File: config.mk
export PLATFORM = sky130hd
export DESIGN_NAME = byte_word_packer
export DESIGN_NICKNAME = d
export VERILOG_FILES = /design/src/rtl/byte_word_packer_pkg.sv /design/src/rtl/byte_word_packer.sv
export SDC_FILE = /design/constraint.sdc
export NUM_CORES = 1
export LEC_CHECK = 0
export BUFFER_PORTS_ARGS = -buffer_cell sky130_fd_sc_hd__buf_2
export CORE_ASPECT_RATIO = 0.7
export CORE_MARGIN = 3
export CORE_UTILIZATION = 36
export CTS_CLUSTER_SIZE = 40
export DETAILED_ROUTE_END_ITERATION = 12
export GPL_TIMING_DRIVEN = 0
export SLEW_MARGIN = 0
export SYNTH_ARGS = -nofsm -noshare
export SYNTH_HDL_FRONTEND = slang
export SYNTH_SLANG_ARGS = --single-unit
File: constraint.sdc
create_clock -name clk -period 14.1 [get_ports clk]
set_input_delay 2.82 -clock clk [delete_from_list [all_inputs] [get_ports clk]]
set_output_delay 2.82 -clock clk [all_outputs]
set_load 0.02 [all_outputs]
File: src/rtl/byte_word_packer_pkg.sv
// Shared constants, lane/handshake macros and the word-assembly helper for the
// byte-to-64-bit-word ingress packer.
`ifndef BYTE_WORD_PACKER_MACROS
`define BYTE_WORD_PACKER_MACROS
`define BWP_XFER(v, r) ((v) && (r))
`define BWP_LANE(i) (8*(i)) +: 8
`endif

package byte_word_packer_pkg;

  localparam int WORD_W = 64;
  localparam int BYTE_W = 8;
  localparam int LANES  = WORD_W / BYTE_W;

  // Lanes below cnt come from the accumulator, lane cnt takes the new byte,
  // everything above is forced to zero.
  function automatic logic [WORD_W-1:0] lane_merge(input logic [55:0] acc,
                                                   input logic [2:0]  cnt,
                                                   input logic [7:0]  b);
    logic [WORD_W-1:0] a;
    logic [WORD_W-1:0] w;
    a = {8'h00, acc};
    w = '0;
    for (int i = 0; i < LANES; i++) begin
      if (i < int'(cnt)) begin
        w[`BWP_LANE(i)] = a[`BWP_LANE(i)];
      end else if (i == int'(cnt)) begin
        w[`BWP_LANE(i)] = b;
      end
    end
    return w;
  endfunction

endpackage

File: src/rtl/byte_word_packer.sv
// Packs an isReady/canReceive byte stream little-endian into 64-bit words,
// with last-byte flush of partial (zero-padded) words and a byte count per word.
module byte_word_packer
  import byte_word_packer_pkg::*;
#(
  parameter int CNT_W = 16
) (
  input  logic             clk,
  input  logic             rst,
  input  logic [7:0]       in_byte,
  input  logic             in_last,
  input  logic             in_isReady,
  output logic             in_canReceive,
  output logic [63:0]      out,
  output logic [3:0]       out_bytes,
  output logic             out_last,
  output logic             out_isReady,
  input  logic             out_canReceive,
  output logic [CNT_W-1:0] msg_bytes
);

  logic [55:0]      acc, acc_nxt;
  logic [2:0]       acc_cnt, acc_cnt_nxt;
  logic             flush_pending, flush_pending_nxt;
  logic [63:0]      out_nxt;
  logic [3:0]       out_bytes_nxt;
  logic             out_last_nxt, out_valid_nxt;
  logic [CNT_W-1:0] msg_bytes_nxt;
  logic [63:0]      acc_wide;

  logic in_xfer, drain, out_free, complete;

  // Handshake: a transfer happens on a rising edge where both isReady and
  // canReceive are high; isReady never waits on canReceive.
  assign in_canReceive = ~rst & ~flush_pending & (~out_isReady | (acc_cnt != 3'd7));
  assign in_xfer       = `BWP_XFER(in_isReady, in_canReceive);
  assign drain         = `BWP_XFER(out_isReady, out_canReceive);
  assign out_free      = ~out_isReady | drain;
  assign complete      = in_xfer & (in_last | (acc_cnt == 3'd7));

  always_comb begin
    acc_nxt           = acc;
    acc_cnt_nxt       = acc_cnt;
    flush_pending_nxt = flush_pending;
    msg_bytes_nxt     = msg_bytes;
    out_nxt           = out;
    out_bytes_nxt     = out_bytes;
    out_last_nxt      = out_last;
    out_valid_nxt     = out_isReady;
    acc_wide          = {8'h00, acc};

    // A drained register empties to zeros unless something reloads it below.
    if (drain) begin
      out_valid_nxt = 1'b0;
      out_nxt       = '0;
      out_bytes_nxt = '0;
      out_last_nxt  = 1'b0;
    end

    if (flush_pending && drain) begin
      // acc upper lanes are always zero, so the held partial word is already padded.
      out_nxt           = {8'h00, acc};
      out_bytes_nxt     = {1'b0, acc_cnt};
      out_last_nxt      = 1'b1;
      out_valid_nxt     = 1'b1;
      acc_nxt           = '0;
      acc_cnt_nxt       = '0;
      flush_pending_nxt = 1'b0;
      msg_bytes_nxt     = '0;
    end else if (complete && out_free) begin
      out_nxt       = lane_merge(acc, acc_cnt, in_byte);
      out_bytes_nxt = {1'b0, acc_cnt} + 4'd1;
      out_last_nxt  = in_last;
      out_valid_nxt = 1'b1;
      acc_nxt       = '0;
      acc_cnt_nxt   = '0;
      msg_bytes_nxt = in_last ? '0 : msg_bytes + 1'b1;
    end else if (in_xfer) begin
      // Either a mid-word byte, or a last byte parked until the register frees.
      acc_wide[`BWP_LANE(acc_cnt)] = in_byte;
      acc_nxt       = acc_wide[55:0];
      acc_cnt_nxt   = acc_cnt + 3'd1;
      msg_bytes_nxt = msg_bytes + 1'b1;
      if (in_last) begin
        flush_pending_nxt = 1'b1;
      end
    end
  end

  always_ff @(posedge clk or posedge rst) begin
    if (rst) begin
      acc           <= '0;
      acc_cnt       <= '0;
      flush_pending <= 1'b0;
      msg_bytes     <= '0;
      out           <= '0;
      out_bytes     <= '0;
      out_last      <= 1'b0;
      out_isReady   <= 1'b0;
    end else begin
      acc           <= acc_nxt;
      acc_cnt       <= acc_cnt_nxt;
      flush_pending <= flush_pending_nxt;
      msg_bytes     <= msg_bytes_nxt;
      out           <= out_nxt;
      out_bytes     <= out_bytes_nxt;
      out_last      <= out_last_nxt;
      out_isReady   <= out_valid_nxt;
    end
  end

endmodule

==> impl_metrics.xml, run 1 <==
<?xml version="1.0" encoding="UTF-8"?>
<metrics>
  <group name="sta">
    <metric name="finalHoldWorstSlack" unit="ns">0.478</metric>
    <metric name="period_needed" unit="ns">6.45</metric>
    <metric name="timing.final.setup_violations" unit="">0</metric>
    <metric name="unrepaired_setup_endpoints_after_global_routing" unit="">false</metric>
    <metric name="final_cycle_share" unit="">0.457</metric>
    <metric name="finClkSkew" unit="ns">0.0140</metric>
    <metric name="timing_hold_violations_final" unit="">0</metric>
    <metric name="clock.fmax" unit="GHz">0.155</metric>
    <metric name="fin_tns_setup" unit="ns">0</metric>
    <metric name="slew_headroom" unit="">0.276</metric>
    <metric name="final_max_slew_viol_count" unit="">0</metric>
    <metric name="max_slew.worst_pin.slew" unit="ns">1.08</metric>
  </group>
  <group name="critical_path">
    <metric name="critical_path_class" unit="">in -&gt; out</metric>
    <metric name="r2r_start" unit="">acc_cnt[1]$_DFFE_PP0P_</metric>
    <metric name="worstSetupStartpointType" unit="">input port</metric>
    <metric name="critPathSlowestCell" unit="">sky130_fd_sc_hd__a211o_1</metric>
    <metric name="path_common_cell" unit="">sky130_fd_sc_hd__buf_2</metric>
    <metric name="setup.reg_to_reg.worst_slack" unit="ns">10.38</metric>
    <metric name="max_fanout_on_critical_path" unit="">7</metric>
    <metric name="timing.critical_path.to_type" unit="">output pin</metric>
    <metric name="worstSetupStartpoint" unit="">rst</metric>
    <metric name="cp.buffers_inverters" unit="">3</metric>
    <metric name="critical_path.max_stage_delay" unit="ns">0.34</metric>
    <metric name="cp_data_required_time" unit="ns">11.28</metric>
    <metric name="cp.arrival" unit="ns">3.63</metric>
    <metric name="r2r.worst_path.cells" unit="">9</metric>
    <metric name="path_cells" unit="">buf_2 &gt; a211o_1 &gt; clkinv_4 &gt; buf_2</metric>
    <metric name="worst_r2r_endpoint" unit="">acc[21]$_DFFE_PP0P_</metric>
    <metric name="path_delay_family" unit="">buffers and inverters</metric>
  </group>
  <group name="placement">
    <metric name="postPlaceCellArea" unit="µm²">7590</metric>
    <metric name="dp_hpwl" unit="mm">15.4</metric>
    <metric name="gp_routability_congestion" unit="">0.959</metric>
    <metric name="io_buffers" unit="">99</metric>
  </group>
  <group name="drt">
    <metric name="detail-route-antenna-nets" unit="">0</metric>
    <metric name="detail_route.first_pass.iterations" unit="">5</metric>
    <metric name="avgRoutedWirePerCell" unit="µm">23.2</metric>
    <metric name="finalWirelength" unit="mm">22.2</metric>
    <metric name="drc_errors" unit="">0</metric>
    <metric name="via_count" unit="">5885</metric>
    <metric name="drt-vias-per-instance" unit="">6.16</metric>
    <metric name="drtIter0Drc" unit="">590</metric>
  </group>
  <group name="grt">
    <metric name="top_usage_layer" unit="">met1</metric>
    <metric name="globalRouteMet3Util" unit="">0.0578</metric>
    <metric name="global_route.usage.met1" unit="">0.340</metric>
    <metric name="grt_overflow_total" unit="">0</metric>
    <metric name="antenna_violations_before_repair" unit="">0</metric>
    <metric name="maximum_number_of_pins_on_one_net_before_global_route_repair" unit="">95</metric>
    <metric name="grt_pass1_vias" unit="">5822</metric>
    <metric name="grt_pass1_wl" unit="mm">34.3</metric>
    <metric name="use_met2" unit="">0.294</metric>
    <metric name="globalRouteTotalUtil" unit="">0.219</metric>
  </group>
  <group name="floorplanning">
    <metric name="row_count" unit="">41</metric>
    <metric name="initial_util" unit="">0.372</metric>
    <metric name="ioPinCount" unit="">100</metric>
    <metric name="die-width" unit="µm">170</metric>
    <metric name="core_area" unit="µm²">18200</metric>
    <metric name="floorplan.die_area" unit="µm²">20500</metric>
    <metric name="fp.dieH" unit="µm">121</metric>
  </group>
  <group name="synthesis">
    <metric name="synth.largest_area_cell" unit="">sky130_fd_sc_hd__dfrtp_1</metric>
    <metric name="syn_avg_cell_area" unit="µm²">11.5</metric>
    <metric name="syn-num-nets" unit="">612</metric>
    <metric name="yosys.cell_types.count" unit="">53</metric>
    <metric name="synth_seq_area_share" unit="">0.540</metric>
    <metric name="synth_seq_cells" unit="">146</metric>
    <metric name="netlist_area" unit="µm²">6770</metric>
    <metric name="dominantRegCellSynth" unit="">sky130_fd_sc_hd__dfrtp_1</metric>
    <metric name="synth_area_leaders" unit="">sky130_fd_sc_hd__dfrtp_1 54%, sky130_fd_sc_hd__a221o_1 8.7%, sky130_fd_sc_hd__and3_1 4.2%</metric>
    <metric name="ys.warnings.count" unit="">0</metric>
    <metric name="synth_enable_flop_cells" unit="">0</metric>
    <metric name="async_reset_ff_frac" unit="">1.00</metric>
    <metric name="post-synth-top-area-fraction" unit="">0.540</metric>
    <metric name="syn_inst" unit="">589</metric>
  </group>
  <group name="power_and_ir_drop">
    <metric name="p_per_area" unit="nW/µm²">166</metric>
    <metric name="power.switching_fraction" unit="">0.355</metric>
    <metric name="cellInternalPower" unit="W">0.000877</metric>
    <metric name="power.share.combinational" unit="">0.285</metric>
    <metric name="clock_power_share" unit="">0.335</metric>
    <metric name="power.switching" unit="W">0.000483</metric>
    <metric name="power.share.sequential" unit="">0.379</metric>
    <metric name="static-leakage-power" unit="nW">4.00</metric>
    <metric name="ir_drop" unit="mV">0.0670</metric>
    <metric name="totalPowerFinal" unit="W">0.00136</metric>
  </group>
  <group name="clock_network">
    <metric name="clock_tree_from_tritoncts" unit="">done</metric>
    <metric name="clock_latency" unit="ns">0.43</metric>
    <metric name="cts_sinks" unit="">146</metric>
    <metric name="post_cts_resize_count" unit="">0</metric>
    <metric name="ctsLongestPathBuffers" unit="">2</metric>
    <metric name="cts.clk_slew.worst_paths" unit="ns">0.06</metric>
    <metric name="ctsHtreeMaxLevel" unit="">4</metric>
    <metric name="clock_tree_root_driver_cell" unit="">sky130_fd_sc_hd__clkbuf_16</metric>
    <metric name="cts_made_buffers" unit="">17</metric>
    <metric name="cts_post_setup_buffers_inserted" unit="">0</metric>
    <metric name="postCtsHoldBufs" unit="">0</metric>
  </group>
  <group name="final_layout">
    <metric name="drive_above_1_share" unit="">0.228</metric>
    <metric name="fin_util" unit="">0.449</metric>
    <metric name="n_antenna_cell" unit="">0</metric>
    <metric name="layout.cell_area.non_filler" unit="µm²">8180</metric>
    <metric name="design.final.nets" unit="">731</metric>
    <metric name="area.growth.synth_to_final" unit="%">20.9</metric>
  </group>
  <group name="flow_run">
    <metric name="max_cap_violations" unit="">0</metric>
  </group>
  <group name="min_path">
    <metric name="timing.hold.worst_path_depth" unit="">1</metric>
    <metric name="worstHoldPathType" unit="">reg -&gt; reg</metric>
    <metric name="holdCritStartpoint" unit="">out_bytes[3]$_DFFE_PP0P_</metric>
    <metric name="min_delay_worst_endpoint" unit="">out_bytes[3]$_DFFE_PP0P_</metric>
  </group>
  <group name="run_status">
    <metric name="status" unit="">finished, final reports clean</metric>
  </group>
</metrics>
[layer usage]
layer  vias up  wire length (µm)
li1       2606                 -
met1      2973             10800
met2       275              9140
met3        29              1960
met4         2               293
met5         -                57
[area by class of cell]
class	instances	area (µm²)
timing repair buffer	100	523
tap	236	295
inverter	10	47.5
clock inverter	9	105
sequential	146	3650
fill	1707	10000
clock buffer	22	484
multi-input combinational	383	2820
buffer	50	249
[cell usage in the layout (no fill, tap or decap), types with 6 or more instances in the layout]
cell type,instances
sky130_fd_sc_hd__dfrtp_1,146
sky130_fd_sc_hd__buf_2,109
sky130_fd_sc_hd__a221o_1,59
sky130_fd_sc_hd__and3_1,45
sky130_fd_sc_hd__clkbuf_1,32
sky130_fd_sc_hd__a22o_1,29
sky130_fd_sc_hd__a21oi_1,28
sky130_fd_sc_hd__a32o_1,24
sky130_fd_sc_hd__nor2_1,22
sky130_fd_sc_hd__o21ai_0,20
sky130_fd_sc_hd__clkbuf_16,17
sky130_fd_sc_hd__nand4_1,16
sky130_fd_sc_hd__a22oi_1,16
sky130_fd_sc_hd__nand2_1,15
sky130_fd_sc_hd__nor3_1,12
sky130_fd_sc_hd__ha_1,10
sky130_fd_sc_hd__nand3_1,9
sky130_fd_sc_hd__o31ai_1,9
sky130_fd_sc_hd__or4_1,9
sky130_fd_sc_hd__inv_1,8
sky130_fd_sc_hd__o21ai_1,7
sky130_fd_sc_hd__buf_6,6
sky130_fd_sc_hd__or3_1,6
[power groups by stage]
stage          logic (W)  clock network (W)  registers, W
6_report        0.000388           0.000456      0.000516
5_1_grt         0.000421           0.000481      0.000522
4_1_cts         0.000384           0.000459      0.000515
3_5_place_dp    0.000382                  0      0.000521
3_3_place_gp    0.000376                  0      0.000520
2_1_floorplan   0.000212                  0      0.000556
[how the worst max path moves through the flow]
stage | endpoint | slack, ns | depth (start not counted)
floorplan | acc[0]$_DFFE_PP0P_ | 7.36 | 1
global placement | out[3]$_DFFE_PP0P_ | 5.83 | 2
detailed placement | in_canReceive | 7.66 | 4
CTS | in_canReceive | 7.66 | 4
global route | in_canReceive | 7.63 | 4
finish | in_canReceive | 7.65 | 4
[stage by stage]
stage | std cells | setup slack [ns]
after floorplan | 589 | 7.36
after global placement | 924 | 5.83
after detailed placement | 925 | 7.66
after CTS | 956 | 7.66
after global routing | 956 | 7.63
final | 956 | 7.65
[sequential cells by signal (all words and copies together) (netlist names)]
register and cells:
acc 56, acc_cnt 3, flush_pending 1, msg_bytes 16
out 64, out_bytes 4, out_isReady 1, out_last 1
[synth_stat cells (2+ instances only)]
library cell               count
sky130_fd_sc_hd__o31ai_1       9
sky130_fd_sc_hd__dfrtp_1     146
sky130_fd_sc_hd__nor2b_1       5
sky130_fd_sc_hd__or4_1         9
sky130_fd_sc_hd__o21ai_2       3
sky130_fd_sc_hd__a21oi_1      28
sky130_fd_sc_hd__inv_1         9
sky130_fd_sc_hd__a22oi_1      16
sky130_fd_sc_hd__or4b_1        5
sky130_fd_sc_hd__a32o_1       24
sky130_fd_sc_hd__ha_1         10
sky130_fd_sc_hd__a22o_1       29
sky130_fd_sc_hd__a221o_1      59
sky130_fd_sc_hd__and4_1        2
sky130_fd_sc_hd__and3_1       45
sky130_fd_sc_hd__buf_6         6
sky130_fd_sc_hd__buf_2        10
sky130_fd_sc_hd__or3_1         6
sky130_fd_sc_hd__buf_1         2
sky130_fd_sc_hd__nand2_1      15
sky130_fd_sc_hd__o21ai_1       7
sky130_fd_sc_hd__nor3_2        3
sky130_fd_sc_hd__nand4_1      16
sky130_fd_sc_hd__o21ai_0      20
sky130_fd_sc_hd__nor2_1       22
sky130_fd_sc_hd__or2_2         3
sky130_fd_sc_hd__clkbuf_1     31
sky130_fd_sc_hd__nand3_1       9
sky130_fd_sc_hd__a21o_1        2
sky130_fd_sc_hd__o31ai_2       2
sky130_fd_sc_hd__nor3_1       12
sky130_fd_sc_hd__nor4_1        3
[cell families after synthesis]
logic type,share of synthesized area
compound gates,0.252
fa+ha+maj,0.0185
buf+inv,0.0431
flops,0.540
mux,0.00166
simple gates,0.145
No activity file was read; power rests on OpenSTA's default activity.
==> run 2, diff against run 1 <==
--- a/config.mk
+++ b/config.mk
@@ -5,6 +5,7 @@
 export SDC_FILE = /design/constraint.sdc
 export NUM_CORES = 1
 export LEC_CHECK = 0
+export ABC_AREA = 1
 export BUFFER_PORTS_ARGS = -buffer_cell sky130_fd_sc_hd__buf_2
 export CORE_ASPECT_RATIO = 0.7
 export CORE_MARGIN = 3
==> constraint.sdc (replaced) <==
create_clock -name clk -period 5.2 [get_ports clk]
set_input_delay 1.04 -clock clk [delete_from_list [all_inputs] [get_ports clk]]
set_output_delay 1.04 -clock clk [all_outputs]
set_load 0.02 [all_outputs]
==> impl_metrics.xml, run 2 <==
<?xml version="1.0" encoding="UTF-8"?>
<metrics>
  <group name="run_status">
    <metric name="status" unit="">finished, final reports clean</metric>
  </group>
  <group name="synthesis">
    <metric name="async_reset_ff_frac" unit="">1.00</metric>
    <metric name="synth_enable_flop_cells" unit="">0</metric>
    <metric name="synth.largest_area_cell" unit="">sky130_fd_sc_hd__dfrtp_1</metric>
    <metric name="netlist_area" unit="µm²">7430</metric>
    <metric name="synth_seq_cells" unit="">146</metric>
    <metric name="syn-num-nets" unit="">968</metric>
    <metric name="synth_area_leaders" unit="">sky130_fd_sc_hd__dfrtp_1 49%, sky130_fd_sc_hd__nand2_1 17%, sky130_fd_sc_hd__nand3_1 10%</metric>
    <metric name="syn_avg_cell_area" unit="µm²">7.86</metric>
    <metric name="yosys-top-cells-count" unit="">333 x sky130_fd_sc_hd__nand2_1, 150 x sky130_fd_sc_hd__nand3_1, 146 x sky130_fd_sc_hd__dfrtp_1</metric>
    <metric name="dominantRegCellSynth" unit="">sky130_fd_sc_hd__dfrtp_1</metric>
    <metric name="syn_inst" unit="">945</metric>
    <metric name="post-synth-top-area-fraction" unit="">0.492</metric>
    <metric name="ys.warnings.count" unit="">0</metric>
    <metric name="yosys.cell_types.count" unit="">32</metric>
    <metric name="synth_seq_area_share" unit="">0.492</metric>
    <metric name="yosysMostFrequentCell" unit="">sky130_fd_sc_hd__nand2_1</metric>
  </group>
  <group name="clock_network">
    <metric name="cts_made_buffers" unit="">17</metric>
    <metric name="clock_tree_from_tritoncts" unit="">done</metric>
    <metric name="postCtsHoldBufs" unit="">0</metric>
    <metric name="cts.clk_slew.worst_paths" unit="ns">0.06</metric>
    <metric name="clock_tree_root_driver_cell" unit="">sky130_fd_sc_hd__clkbuf_16</metric>
    <metric name="post_cts_resize_count" unit="">0</metric>
    <metric name="ctsHtreeMaxLevel" unit="">4</metric>
    <metric name="cts_post_setup_buffers_inserted" unit="">0</metric>
    <metric name="cts_sinks" unit="">146</metric>
    <metric name="ctsLongestPathBuffers" unit="">2</metric>
    <metric name="clock_latency" unit="ns">0.43</metric>
  </group>
  <group name="power_and_ir_drop">
    <metric name="clock_power_share" unit="">0.295</metric>
    <metric name="power.share.sequential" unit="">0.363</metric>
    <metric name="power.switching_fraction" unit="">0.401</metric>
    <metric name="ir_drop" unit="mV">0.315</metric>
    <metric name="power.switching" unit="W">0.00170</metric>
    <metric name="static-leakage-power" unit="nW">4.70</metric>
    <metric name="cellInternalPower" unit="W">0.00254</metric>
    <metric name="p_per_area" unit="nW/µm²">478</metric>
    <metric name="totalPowerFinal" unit="W">0.00424</metric>
    <metric name="power.share.combinational" unit="">0.342</metric>
  </group>
  <group name="critical_path">
    <metric name="worstSetupStartpointType" unit="">register</metric>
    <metric name="critical_path_class" unit="">reg -&gt; out</metric>
    <metric name="cp_data_required_time" unit="ns">4.16</metric>
    <metric name="critical_path.max_stage_delay" unit="ns">0.61</metric>
    <metric name="path_delay_family" unit="">flip-flops</metric>
    <metric name="cp.arrival" unit="ns">2.03</metric>
    <metric name="critPathSlowestCell" unit="">sky130_fd_sc_hd__dfrtp_1</metric>
    <metric name="cp.buffers_inverters" unit="">3</metric>
    <metric name="path_cells" unit="">ha_1 &gt; ha_1 &gt; buf_2 &gt; nand2_2 &gt; nand2_1 &gt; inv_1 &gt; buf_2</metric>
    <metric name="timing.critical_path.to_type" unit="">output pin</metric>
    <metric name="max_fanout_on_critical_path" unit="">10</metric>
  </group>
  <group name="floorplanning">
    <metric name="fp.dieH" unit="µm">126</metric>
    <metric name="core_area" unit="µm²">20000</metric>
    <metric name="floorplan.die_area" unit="µm²">22400</metric>
    <metric name="die-width" unit="µm">178</metric>
    <metric name="row_count" unit="">43</metric>
    <metric name="initial_util" unit="">0.371</metric>
    <metric name="ioPinCount" unit="">100</metric>
  </group>
  <group name="final_layout">
    <metric name="layout.cell_area.non_filler" unit="µm²">8880</metric>
    <metric name="layout.cells.most_common" unit="">sky130_fd_sc_hd__nand2_1</metric>
    <metric name="regMostFlops" unit="">out</metric>
    <metric name="design.final.nets" unit="">1087</metric>
    <metric name="n_antenna_cell" unit="">0</metric>
    <metric name="largest_registers" unit="">out: 64 flops, acc: 56 flops, msg_bytes: 16 flops</metric>
    <metric name="area.growth.synth_to_final" unit="%">19.5</metric>
    <metric name="drive_above_1_share" unit="">0.177</metric>
    <metric name="layout_common_cells" unit="">333 x sky130_fd_sc_hd__nand2_1, 150 x sky130_fd_sc_hd__nand3_1, 146 x sky130_fd_sc_hd__dfrtp_1, 129 x sky130_fd_sc_hd__buf_2, 63 x sky130_fd_sc_hd__o21ai_0</metric>
    <metric name="largest_reg_flops" unit="">64</metric>
  </group>
  <group name="grt">
    <metric name="globalRouteTotalUtil" unit="">0.225</metric>
    <metric name="grt_pass1_vias" unit="">6514</metric>
    <metric name="grt_pass1_wl" unit="mm">38.5</metric>
    <metric name="maximum_number_of_pins_on_one_net_before_global_route_repair" unit="">87</metric>
    <metric name="antenna_violations_before_repair" unit="">0</metric>
    <metric name="grt_overflow_total" unit="">0</metric>
  </group>
  <group name="drt">
    <metric name="drtIter0Drc" unit="">837</metric>
    <metric name="detail_route.first_pass.iterations" unit="">7</metric>
    <metric name="via_count" unit="">6998</metric>
    <metric name="detail-route-antenna-nets" unit="">0</metric>
    <metric name="avgRoutedWirePerCell" unit="µm">18.4</metric>
    <metric name="drt-vias-per-instance" unit="">5.21</metric>
    <metric name="finalWirelength" unit="mm">24.7</metric>
    <metric name="drc_errors" unit="">0</metric>
  </group>
  <group name="sta">
    <metric name="finClkSkew" unit="ns">0.00962</metric>
    <metric name="clock.fmax" unit="GHz">0.325</metric>
    <metric name="unrepaired_setup_endpoints_after_global_routing" unit="">false</metric>
    <metric name="timing.final.setup_violations" unit="">0</metric>
    <metric name="final_max_slew_viol_count" unit="">0</metric>
    <metric name="final_cycle_share" unit="">0.591</metric>
    <metric name="slew_headroom" unit="">0.484</metric>
    <metric name="max_slew.worst_pin.slew" unit="ns">0.765</metric>
    <metric name="period_needed" unit="ns">3.07</metric>
    <metric name="timing_hold_violations_final" unit="">0</metric>
  </group>
  <group name="min_path">
    <metric name="worstHoldPathType" unit="">reg -&gt; reg</metric>
  </group>
  <group name="placement">
    <metric name="postPlaceCellArea" unit="µm²">8300</metric>
    <metric name="dp_hpwl" unit="mm">17.7</metric>
    <metric name="io_buffers" unit="">99</metric>
    <metric name="gp_routability_congestion" unit="">0.963</metric>
  </group>
  <group name="flow_run">
    <metric name="max_cap_violations" unit="">0</metric>
  </group>
</metrics>
run 2: changes by cell type after synthesis, moves of 15 or more:
cell | previous run | this run
sky130_fd_sc_hd__nand2_1 | 15 | 333
sky130_fd_sc_hd__nand3_1 | 9 | 150
sky130_fd_sc_hd__a221o_1 | 59 | 0
sky130_fd_sc_hd__and3_1 | 45 | 0
sky130_fd_sc_hd__o21ai_0 | 20 | 63
sky130_fd_sc_hd__inv_1 | 9 | 47
sky130_fd_sc_hd__o211ai_1 | 1 | 37
sky130_fd_sc_hd__a22o_1 | 29 | 0
sky130_fd_sc_hd__a21oi_1 | 28 | 3
sky130_fd_sc_hd__a32o_1 | 24 | 0
sky130_fd_sc_hd__clkbuf_1 | 31 | 8
sky130_fd_sc_hd__nor2_1 | 22 | 45
sky130_fd_sc_hd__buf_2 | 10 | 30
sky130_fd_sc_hd__a22oi_1 | 16 | 1
run 2: worst register-to-register path: stages (launching register included):
cell                      delay (ns)
sky130_fd_sc_hd__dfrtp_1        0.61
sky130_fd_sc_hd__inv_2          0.09
sky130_fd_sc_hd__buf_4          0.20
sky130_fd_sc_hd__ha_1           0.28
sky130_fd_sc_hd__ha_1           0.27
sky130_fd_sc_hd__inv_1          0.13
sky130_fd_sc_hd__nand2_2        0.13
sky130_fd_sc_hd__nor2_1         0.14
sky130_fd_sc_hd__nand4_2        0.34
sky130_fd_sc_hd__nor2_4         0.32
sky130_fd_sc_hd__nand2_1        0.08
sky130_fd_sc_hd__nand2_1        0.08
run 2: layout make-up:
cell class	count	area (µm²)
buffer	45	233
clock buffer	23	478
clock inverter	6	105
fill	2071	11100
inverter	53	204
multi-input combinational	701	3350
sequential	146	3650
tap	270	338
timing repair buffer	100	523
run 2: path summary, 6_finish.rpt:
path                                        startpoint                         to  slack (ns)  cells after the start
worst min register to register     out[59]$_DFFE_PP0P_        out[59]$_DFFE_PP0P_        0.47                      2
max in group asynchronous                          rst        out[24]$_DFFE_PP0P_        3.69                      3
min in group asynchronous                          rst  flush_pending$_DFFE_PP0P_        0.70                      2
worst min-delay path               out[59]$_DFFE_PP0P_        out[59]$_DFFE_PP0P_        0.47                      2
worst max register to register  acc_cnt[0]$_DFFE_PP0P_        acc[37]$_DFFE_PP0P_        2.49                     11
worst max-delay path            acc_cnt[0]$_DFFE_PP0P_              in_canReceive        2.13                      7
run 2: power by group through the flow:
stage / combinational (W) / sequential [W] / clock [W]
2_1_floorplan: 0.000769 / 0.00170 / 0
3_3_place_gp: 0.00141 / 0.00155 / 0
3_5_place_dp: 0.00143 / 0.00155 / 0
4_1_cts: 0.00144 / 0.00154 / 0.00126
5_1_grt: 0.00159 / 0.00157 / 0.00131
6_report: 0.00145 / 0.00154 / 0.00125
run 2: cell families (layout without fill, tap and decap cells):
kind of cell / after synthesis / in the layout / share of synthesized area
buffers and inverters: 98 / 227 / 0.0581
DFF: 146 / 146 / 0.492
AOI/OAI and AO/OA: 111 / 111 / 0.0901
adders and majority gates: 10 / 10 / 0.0168
xor gates and xnor gates: 4 / 4 / 0.00471
and+or+nand+nor: 576 / 576 / 0.339
run 2: stage by stage:
stage / instances / worst slack, ns / hold WS, ns / utilization / TNS, ns
2_1_floorplan: 945 / 0.237 / 0.464 / - / 0
3_3_place_gp: 1314 / -1.65 / 0.457 / 0.413 / -240.22
3_5_place_dp: 1315 / 2.56 / 0.467 / 0.415 / 0
4_1_cts: 1344 / 2.15 / 0.482 / 0.444 / 0
5_1_grt: 1344 / 2.01 / 0.502 / 0.444 / 0
6_report: 1344 / 2.13 / 0.473 / 0.444 / 0
run 2: per-layer routing:
layer	GRT usage	wire (µm)	vias to the layer above	share of wire
met1	0.358	12100	3296	0.49
met3	0.0539	2320	20	0.094
met2	0.307	9960	305	0.40
li1	-	-	3377	-
met4	0.0461	304	0	0.012
met5	0	0	-	0
==> run 3, diff against run 2 <==
==> constraint.sdc (replaced) <==
create_clock -name clk -period 2.67 [get_ports clk]
set_input_delay 0.534 -clock clk [delete_from_list [all_inputs] [get_ports clk]]
set_output_delay 0.534 -clock clk [all_outputs]
set_load 0.02 [all_outputs]
==> impl_metrics.xml, run 3 (synthesis results as in run 2) <==
<?xml version="1.0" encoding="UTF-8"?>
<metrics>
  <group name="run_status">
    <metric name="status" unit="">finished, final reports clean</metric>
  </group>
  <group name="drt">
    <metric name="via_count" unit="">7039</metric>
    <metric name="detail_route.wirelength.met1" unit="mm">12.0</metric>
    <metric name="detail-route-antenna-nets" unit="">0</metric>
    <metric name="drt-vias-per-instance" unit="">5.22</metric>
    <metric name="dr.max_layer_used" unit="">met4</metric>
    <metric name="drc_errors" unit="">0</metric>
    <metric name="finalWirelength" unit="mm">24.4</metric>
    <metric name="drtIter0Drc" unit="">799</metric>
    <metric name="avgRoutedWirePerCell" unit="µm">18.1</metric>
    <metric name="routed_wire_length_on_met3" unit="mm">2.32</metric>
    <metric name="detail_route.first_pass.iterations" unit="">5</metric>
    <metric name="wl_met2" unit="mm">9.66</metric>
  </group>
  <group name="grt">
    <metric name="grt_pass1_vias" unit="">6322</metric>
    <metric name="grt_overflow_total" unit="">0</metric>
    <metric name="antenna_violations_before_repair" unit="">0</metric>
    <metric name="maximum_number_of_pins_on_one_net_before_global_route_repair" unit="">42</metric>
    <metric name="globalRouteTotalUtil" unit="">0.222</metric>
    <metric name="grt_pass1_wl" unit="mm">37.8</metric>
  </group>
  <group name="critical_path">
    <metric name="cp.arrival" unit="ns">2.93</metric>
    <metric name="cp.buffers_inverters" unit="">3</metric>
    <metric name="worstSetupStartpointType" unit="">register</metric>
    <metric name="critical_path.max_stage_delay" unit="ns">0.49</metric>
    <metric name="critical_path_class" unit="">reg -&gt; reg</metric>
    <metric name="critPathSlowestCell" unit="">sky130_fd_sc_hd__dfrtp_2</metric>
    <metric name="timing.critical_path.to_type" unit="">register</metric>
    <metric name="max_fanout_on_critical_path" unit="">11</metric>
    <metric name="path_cells" unit="">inv_2 &gt; buf_4 &gt; ha_1 &gt; ha_1 &gt; inv_1 &gt; nand2_2 &gt; nor2_1 &gt; nand4_2 &gt; nor2_4 &gt; nand2_1 &gt; nand2_1</metric>
    <metric name="path_delay_family" unit="">simple AND/OR/NAND/NOR gates</metric>
    <metric name="cp_data_required_time" unit="ns">3.05</metric>
  </group>
  <group name="placement">
    <metric name="place_ws" unit="ns">0.103</metric>
    <metric name="io_buffers" unit="">99</metric>
    <metric name="gp_routability_congestion" unit="">0.961</metric>
    <metric name="dp_hpwl" unit="mm">17.7</metric>
  </group>
  <group name="power_and_ir_drop">
    <metric name="power.switching" unit="W">0.00336</metric>
    <metric name="ir_drop" unit="mV">0.540</metric>
    <metric name="totalPowerFinal" unit="W">0.00822</metric>
    <metric name="clock_power_share" unit="">0.295</metric>
    <metric name="p_per_area" unit="nW/µm²">922</metric>
    <metric name="cellInternalPower" unit="W">0.00486</metric>
    <metric name="power.switching_fraction" unit="">0.409</metric>
    <metric name="power.share.combinational" unit="">0.342</metric>
    <metric name="static-leakage-power" unit="nW">4.69</metric>
    <metric name="power.share.sequential" unit="">0.364</metric>
  </group>
  <group name="floorplanning">
    <metric name="core_area" unit="µm²">20000</metric>
    <metric name="initial_util" unit="">0.371</metric>
    <metric name="row_count" unit="">43</metric>
    <metric name="ioPinCount" unit="">100</metric>
    <metric name="die-width" unit="µm">178</metric>
    <metric name="fp.dieH" unit="µm">126</metric>
    <metric name="floorplan.die_area" unit="µm²">22400</metric>
  </group>
  <group name="sta">
    <metric name="unrepaired_setup_endpoints_after_global_routing" unit="">false</metric>
    <metric name="clock.fmax" unit="GHz">0.392</metric>
    <metric name="period_needed" unit="ns">2.55</metric>
    <metric name="timing.final.setup_violations" unit="">0</metric>
    <metric name="timing_hold_violations_final" unit="">0</metric>
    <metric name="finClkSkew" unit="ns">0.00925</metric>
    <metric name="timing.final.ws_setup" unit="ns">0.119</metric>
    <metric name="final_cycle_share" unit="">0.956</metric>
    <metric name="final_max_slew_viol_count" unit="">0</metric>
    <metric name="slew_headroom" unit="">0.468</metric>
    <metric name="max_slew.worst_pin.slew" unit="ns">0.789</metric>
  </group>
  <group name="clock_network">
    <metric name="clock_latency" unit="ns">0.44</metric>
    <metric name="ctsHtreeMaxLevel" unit="">4</metric>
    <metric name="cts_post_setup_buffers_inserted" unit="">0</metric>
    <metric name="ctsLongestPathBuffers" unit="">2</metric>
    <metric name="clock_tree_root_driver_cell" unit="">sky130_fd_sc_hd__clkbuf_16</metric>
    <metric name="cts_sinks" unit="">146</metric>
    <metric name="postCtsHoldBufs" unit="">0</metric>
    <metric name="cts.clk_slew.worst_paths" unit="ns">0.07</metric>
    <metric name="cts_made_buffers" unit="">17</metric>
    <metric name="clock_tree_from_tritoncts" unit="">done</metric>
  </group>
  <group name="final_layout">
    <metric name="n_antenna_cell" unit="">0</metric>
    <metric name="drive_above_1_share" unit="">0.185</metric>
    <metric name="largest_registers" unit="">out: 64 flops, acc: 56 flops, msg_bytes: 16 flops</metric>
    <metric name="regMostFlops" unit="">out</metric>
    <metric name="n_fill_cell" unit="">2081</metric>
    <metric name="layout.cells.most_common" unit="">sky130_fd_sc_hd__nand2_1</metric>
    <metric name="area.growth.synth_to_final" unit="%">20.0</metric>
    <metric name="layout_common_cells" unit="">333 x sky130_fd_sc_hd__nand2_1, 150 x sky130_fd_sc_hd__nand3_1, 144 x sky130_fd_sc_hd__dfrtp_1, 129 x sky130_fd_sc_hd__buf_2, 63 x sky130_fd_sc_hd__o21ai_0</metric>
    <metric name="design.final.nets" unit="">1089</metric>
    <metric name="regArea" unit="µm²">3660</metric>
    <metric name="largest_reg_flops" unit="">64</metric>
    <metric name="area_taken_by_multi_input_logic_gates" unit="µm²">3350</metric>
    <metric name="fin_util" unit="">0.446</metric>
  </group>
  <group name="flow_run">
    <metric name="max_cap_violations" unit="">0</metric>
  </group>
  <group name="min_path">
    <metric name="worstHoldPathType" unit="">in -&gt; async</metric>
  </group>
</metrics>
## run 3: cell types whose count changed in the layout (fill, tap and decap cells not counted)
cell	before	now
sky130_fd_sc_hd__buf_12	0	3
sky130_fd_sc_hd__dfrtp_1	146	144
sky130_fd_sc_hd__clkinvlp_4	0	6
sky130_fd_sc_hd__clkbuf_8	3	2
sky130_fd_sc_hd__clkinv_2	3	4
sky130_fd_sc_hd__bufinv_16	3	2
sky130_fd_sc_hd__clkinv_4	0	1
sky130_fd_sc_hd__dfrtp_2	0	2
sky130_fd_sc_hd__clkbuf_1	11	8
sky130_fd_sc_hd__buf_16	1	0
## run 3: area by class of cell
| type | instances | share of cell area |
|---|---|---|
| repair buffers | 102 | 0.0623 |
| well taps | 270 | 0.0379 |
| multi-input cells | 701 | 0.375 |
| inverters | 53 | 0.0227 |
| clock inverters | 13 | 0.0152 |
| plain buffers | 45 | 0.0261 |
| clock buffers | 19 | 0.0508 |
| flip-flops and latches | 146 | 0.410 |
## run 3: metal layers
layer	track usage	vias up
met3	0.0473	37
li1	-	3379
met1	0.358	3298
met4	0.0641	0
met2	0.292	325
met5	0	-
## run 3: power groups by stage
stage / Combinational [W] / Clock (W) / Sequential (W)
4_1_cts: 0.00280 / 0.00244 / 0.00298
6_report: 0.00281 / 0.00242 / 0.00299
5_1_grt: 0.00308 / 0.00255 / 0.00305
2_1_floorplan: 0.00150 / 0 / 0.00332
3_3_place_gp: 0.00275 / 0 / 0.00302
3_5_place_dp: 0.00277 / 0 / 0.00301
## run 3: path summary, 6_finish.rpt
check / slack, ns / startpoint / cells after the start / end
min in group clk: 0.38 / in_last / 3 / flush_pending$_DFFE_PP0P_
hold / removal: 0.23 / rst / 2 / flush_pending$_DFFE_PP0P_
setup reg to reg: 0.12 / acc_cnt[0]$_DFFE_PP0P_ / 11 / acc[36]$_DFFE_PP0P_
hold reg to reg: 0.47 / out[60]$_DFFE_PP0P_ / 2 / out[60]$_DFFE_PP0P_
setup / recovery: 0.12 / acc_cnt[0]$_DFFE_PP0P_ / 11 / acc[36]$_DFFE_PP0P_
max in group asynchronous: 1.53 / rst / 4 / acc_cnt[1]$_DFFE_PP0P_
## run 3: what timing repair did
action | CTS | global route
gates resized for setup | 0 | 2
endpoints found under the setup margin | 0 | 28
hold endpoints to repair | 0 | 0
## run 3: stage by stage
stage               hold slack (ns)  instances  TNS (ns)  area, µm²
CTS                           0.256       1349         0       8920
global placement              0.454       1314   -106.77       8270
global route                  0.303       1349         0       8920
detailed placement            0.457       1317         0       8330
floorplan                     0.464        945         0       7430
finish                        0.234       1349         0       8920
